<file path="src/rtl/cic_pkg.sv">
// cic_pkg: shared FSM state type and counter-width helper for the sequenced CIC comb
package cic_pkg;
  typedef enum logic {IDLE, RUN} state_e;
  function automatic int clog2_l(input int v);
    int r;
    r = 1;
    while ((1 << r) < v) r++;
    return r;
  endfunction
endpackage

</file>
<file path="src/rtl/cic_comb_dly_mem.sv">
// cic_comb_dly_mem: per-stage differential-delay lines, one stage shifted per cycle by index
module cic_comb_dly_mem #(
  parameter int DW = 48,
  parameter int N  = 7,
  parameter int M  = 1,
  parameter int KW = 3
) (
  input  logic                 clk,
  input  logic                 rst,
  input  logic                 shift_en_i,
  input  logic [KW-1:0]        k_i,
  input  logic signed [DW-1:0] wr_data_i,
  output logic signed [DW-1:0] rd_data_o
);
  logic signed [DW-1:0] mem_q [N][M];
  // Oldest word of the addressed stage feeds the shared subtractor
  always_comb begin
    rd_data_o = '0;
    for (int i = 0; i < N; i++) rd_data_o = k_i == KW'(i) ? mem_q[i][M-1] : rd_data_o;
  end
  // Only the addressed stage shifts; the new word enters at tap 0
  always_ff @(posedge clk)
    for (int i = 0; i < N; i++)
      for (int j = 0; j < M; j++)
        if (rst) mem_q[i][j] <= '0;
        else if (shift_en_i && k_i == KW'(i)) mem_q[i][j] <= j == 0 ? wr_data_i : mem_q[i][j == 0 ? 0 : j-1];
endmodule

</file>
<file path="src/rtl/cic_comb_seq.sv">
// cic_comb_seq: time-multiplexed CIC comb chain sharing one subtractor across all stages
module cic_comb_seq
  import cic_pkg::*;
#(
  parameter int DW     = 48,
  parameter int OUT_DW = 18,
  parameter int CIC_N  = 7,
  parameter int CIC_M  = 1
) (
  input  logic                     clk,
  input  logic                     reset,
  input  logic signed [DW-1:0]     inp_samp_data,
  input  logic                     inp_samp_str,
  input  logic                     ovr_clr,
  output logic signed [OUT_DW-1:0] out_samp_data,
  output logic                     out_samp_str,
  output logic                     busy,
  output logic                     overrun
);
  localparam int KW = clog2_l(CIC_N);
  state_e state_q;
  logic [KW-1:0] k_q;
  logic signed [DW-1:0] x_q, dly_rd, diff_d;
  logic signed [OUT_DW-1:0] out_q;
  logic str_q, busy_q, ovr_q, run, last;
  assign run = state_q == RUN;
  assign last = k_q == KW'(CIC_N - 1);
  assign diff_d = x_q - dly_rd;
  cic_comb_dly_mem #(.DW(DW), .N(CIC_N), .M(CIC_M), .KW(KW)) u_dly (
    .clk       (clk),
    .rst       (reset),
    .shift_en_i(run),
    .k_i       (k_q),
    .wr_data_i (x_q),
    .rd_data_o (dly_rd)
  );
  // Sequencer: capture a sample, walk k through every stage, emit the last difference
  always_ff @(posedge clk)
    if (reset) begin
      state_q <= IDLE;
      k_q     <= '0;
      x_q     <= '0;
      out_q   <= '0;
      str_q   <= 1'b0;
      busy_q  <= 1'b0;
      ovr_q   <= 1'b0;
    end else begin
      str_q <= 1'b0;
      ovr_q <= (inp_samp_str & busy_q) | (ovr_q & ~ovr_clr);
      if (state_q == IDLE) begin
        if (inp_samp_str) begin
          x_q     <= inp_samp_data;
          k_q     <= '0;
          state_q <= RUN;
          busy_q  <= 1'b1;
        end
      end else begin
        x_q <= diff_d;
        k_q <= last ? '0 : k_q + KW'(1);
        if (last) begin
          out_q   <= diff_d[DW-1 -: OUT_DW];
          str_q   <= 1'b1;
          state_q <= IDLE;
          busy_q  <= 1'b0;
        end
      end
    end
  assign out_samp_data = out_q;
  assign out_samp_str  = str_q;
  assign busy          = busy_q;
  assign overrun       = ovr_q;
endmodule

</file>
<file path="config.mk">
export PLATFORM = sky130hd
export DESIGN_NAME = cic_comb_seq
export DESIGN_NICKNAME = d
export VERILOG_FILES = /design/src/rtl/cic_pkg.sv /design/src/rtl/cic_comb_dly_mem.sv /design/src/rtl/cic_comb_seq.sv
export SDC_FILE = /design/constraint.sdc
export NUM_CORES = 1
export LEC_CHECK = 0
export BUFFER_PORTS_ARGS = -buffer_cell sky130_fd_sc_hd__buf_2
export CAP_MARGIN = 30
export CORE_MARGIN = 1
export CORE_UTILIZATION = 63
export CTS_CLUSTER_DIAMETER = 120
export DETAILED_ROUTE_END_ITERATION = 10
export PLACE_DENSITY_LB_ADDON = 0.05
export SYNTH_ARGS = -nofsm -noshare
export SYNTH_HDL_FRONTEND = slang
export SYNTH_SLANG_ARGS = --single-unit
export TNS_END_PERCENT = 5
</file>
<file path="constraint.sdc">
create_clock -name clk -period 5.7 [get_ports clk]
set_input_delay 0.855 -clock clk [delete_from_list [all_inputs] [get_ports clk]]
set_output_delay 0.855 -clock clk [all_outputs]
set_load 0.01 [all_outputs]
</file>
==> impl_metrics.py <==
metrics = {
    "worst_setup_path": {
        "critPathRequiredTime_ps": 6090,
        "worst_setup_path_start_kind": "flop",
        "timing.critical_path.mode_cell": "a21oi_1",
        "cp_num_buf_inv": 3,
        "cp.depth": 21,
        "cp-end-kind": "flop",
        "crit_path_max_fanout": 28,
        "rr_worst_depth": 21,
        "worstSetupPathType": "reg2reg",
        "cp_slowest_cell": "dfxtp_4",
        "crit_arrival_ps": 5390,
        "cp_cell_sequence": "nand2_1 -> inv_1 -> ha_4 -> nor2_4 -> buf_4 -> a221oi_1 -> nor3_1 -> a21oi_1 -> nor2_1 -> a21oi_1 -> ha_1 -> nand4_1 -> or3_1 -> inv_1 -> o2111a_1 -> o31ai_1 -> a21oi_1 -> a31o_2 -> a21oi_1 -> a31oi_1 -> o311ai_0",
        "critPathTopFamily": "compound AO/OA/AOI/OAI gates",
        "critical_path.max_stage_delay_ps": 610,
    },
    "clocking": {
        "cts_tree": "done",
        "clk_pin_slew_ps": 60,
        "numCtsBuffers": 43,
        "clock_latency_ps": 560,
        "cts_hold_buffers": 0,
        "cts.sinks": 409,
        "htree_levels": 2,
        "root_buffer": "clkbuf_16",
        "cts_resized": 0,
        "cts_setup_buffers": 0,
        "cts_buffer_depth": 3,
    },
    "synthesis": {
        "synth-seq-cells": 409,
        "synth_cell_types": 84,
        "synth.avg_cell_area_sq_um": 10.80,
        "synth_area_sq_um": 20990,
        "synth_top_area_cell": "edfxtp_1",
        "ys_seq_area_share_pct": 55.03,
        "yosys_most_used_dff": "edfxtp_1",
        "synth_most_common_cell": "edfxtp_1",
        "synthesis.nets": 2044,
        "ys_warn_count": 0,
        "syn_inst": 1943,
        "ys_async_sr_fraction_pct": 0,
        "synth_top_area_share_pct": 48.07,
        "synth_area_leaders": "edfxtp_1 (48%), dfxtp_1 (7.0%), and2_1 (5.7%), and3_1 (4.4%), a21oi_1 (3.6%)",
        "synth_edf_count": 336,
        "synthTopCellsByCount": "edfxtp_1 (336), and2_1 (190), a21oi_1 (153), nor2_1 (153), and3_1 (147)",
    },
    "floorplan": {
        "core_area_sq_um": 32620,
        "dieArea_sq_um": 34050,
        "die_w_um": 184.5,
        "io-pin-count": 73,
        "rows": 66,
        "initial_core_util_pct": 64.35,
        "die_y_um": 184.5,
    },
    "grt": {
        "overflow": 0,
        "grt_pass1_vias": 15420,
        "antenna_found_initial": 0,
        "grt_start_max_net_pins": 91,
        "track_usage_pct": 33.42,
        "grt_pass1_wl_um": 86910,
    },
    "sta": {
        "maxSlewViolCount": 0,
        "finalSetupViolations": 0,
        "min_period_ps": 4997,
        "slew-limit-headroom_pct": 34.18,
        "tightest_slew_ps": 983.5,
        "fmaxAchievable_ghz": 0.2001,
        "rsz0062_at_grt": "false",
        "worst_clock_skew_ps": 10.74,
        "hold_ws_ps": 446.1,
        "finalHoldViolCount": 0,
        "setup_tns_ps": 0,
        "fin_crit_sh_pct": 87.67,
    },
    "final_layout": {
        "layout-drive-gt1-share_pct": 12.01,
        "final_nets": 2048,
        "diodes": 0,
        "area_growth_pct": 10.41,
        "fillers": 2342,
    },
    "route": {
        "wl_um": 55790,
        "routed_via_density": 6.424,
        "ant_nets": 0,
        "drcViolationCount": 0,
        "drt-initial-drc-count": 1311,
        "dr.pass1.iters": 5,
        "routed-via-count": 15570,
        "wl_per_cell_um": 23.02,
    },
    "power": {
        "ir_worst_vdd_v": 0.0002458,
        "p_leak_nw": 9.345,
        "power_density_nw_per_um2": 340.3,
    },
    "placed_design": {
        "dpl.hpwl_um": 33800,
        "numPortBuffers": 72,
        "gp_congestion": 0.9152,
    },
    "status": {
        "status": "completed",
    },
    "worst_hold_path": {
        "hold_path.class": "reg2reg",
        "hold_depth": 2,
    },
    "flow_run": {
        "drv_cap": 0,
    },
}
layout by cell type, fill, tap and decap left out, drive strengths merged, types with 50 or more instances in the layout:
| master | netlist | layout |
|---|---|---|
| and3 | 148 | 148 |
| nand2 | 106 | 106 |
| nor3 | 60 | 60 |
| edfxtp | 336 | 336 |
| mux2i | 74 | 74 |
| clkbuf | 120 | 58 |
| o21ai | 87 | 87 |
| buf | 37 | 116 |
| a211oi | 61 | 61 |
| a21oi | 157 | 157 |
| and2 | 192 | 192 |
| nor2 | 153 | 153 |
| a221oi | 50 | 50 |
| dfxtp | 73 | 73 |
kinds of logic after synthesis:
logic type	Yosys count	synth area share, %
XOR/XNOR	40	1.669
adder cells (fa/ha/maj)	49	2.957
AO/OA/AOI/OAI	460	14.87
AND/OR/NAND/NOR	735	18.56
multiplexers	77	3.690
buffers and inverters	173	3.219
flip-flops	409	55.03
layout make-up:
class                           count  area [sq um]  share of cell area, %
Clock buffer                       58          1174                  5.064
Clock inverter                     22         146.4                 0.6316
Inverter                           16         60.06                 0.2591
Multi-Input combinational cell   1361          8872                  38.28
Sequential cell                   409         11560                  49.87
Tap cell                          442         553.0                  2.386
Timing Repair Buffer              116         813.3                  3.509
sequential cells by signal, indices dropped and copies added (netlist names):
signal,flops
u_dly.mem_q,336
out_samp_data,18
k_q,3
busy,1
x_q,48
out_samp_str,1
overrun,1
run,1
stage by stage:
stage | cell area, sq um | setup slack (ps) | power (mW) | util [%] | cells
after floorplan | 20990 | 546.5 | 4.770 | - | 1943
after global placement | 21810 | 876.5 | 5.210 | 66.86 | 2342
after detailed placement | 21860 | 794.6 | 5.239 | 67.00 | 2344
after CTS | 23180 | 794.7 | 7.876 | 71.05 | 2424
after global routing | 23180 | 407.5 | 8.185 | 71.05 | 2424
final | 23180 | 702.7 | 7.888 | 71.05 | 2424
report_power, final:
group / switching, mW / internal [mW]
Sequential: 0.166 / 3.39
Clock: 1.17 / 1.50
Combinational: 1.02 / 0.646
Total: 2.35 / 5.53
path summary, 6_finish.rpt:
| check | startpoint | endpoint | slack, ps |
|---|---|---|---|
| worst max-delay path | k_q[1] | x_q[40] | 700 |
| worst min-delay path | out_samp_data[8] | out_samp_data[8] | 450 |
| worst max register to register | k_q[1] | x_q[40] | 700 |
| worst min register to register | out_samp_data[8] | out_samp_data[8] | 450 |
per-layer routing:
| metal | track usage [%] | part of all wire (%) | vias up |
|---|---|---|---|
| met4 | 11.70 | 3.0 | 0 |
| met2 | 55.17 | 48 | 641 |
| li1 | - | - | 7171 |
| met3 | 5.394 | 7.3 | 104 |
| met1 | 44.74 | 42 | 7655 |
| met5 | 0 | 0 | - |
worst register-to-register path, cell delays in order, from the launching register on:
cell	delay (ps)
dfxtp_4	610
nand2_1	140
inv_1	110
ha_4	260
nor2_4	70
buf_4	260
a221oi_1	460
nor3_1	100
a21oi_1	130
nor2_1	50
a21oi_1	150
ha_1	350
nand4_1	300
or3_1	430
inv_1	60
o2111a_1	270
o31ai_1	120
a21oi_1	320
a31o_2	280
a21oi_1	90
a31oi_1	130
o311ai_0	130
Power figures use the tool's default switching activity.
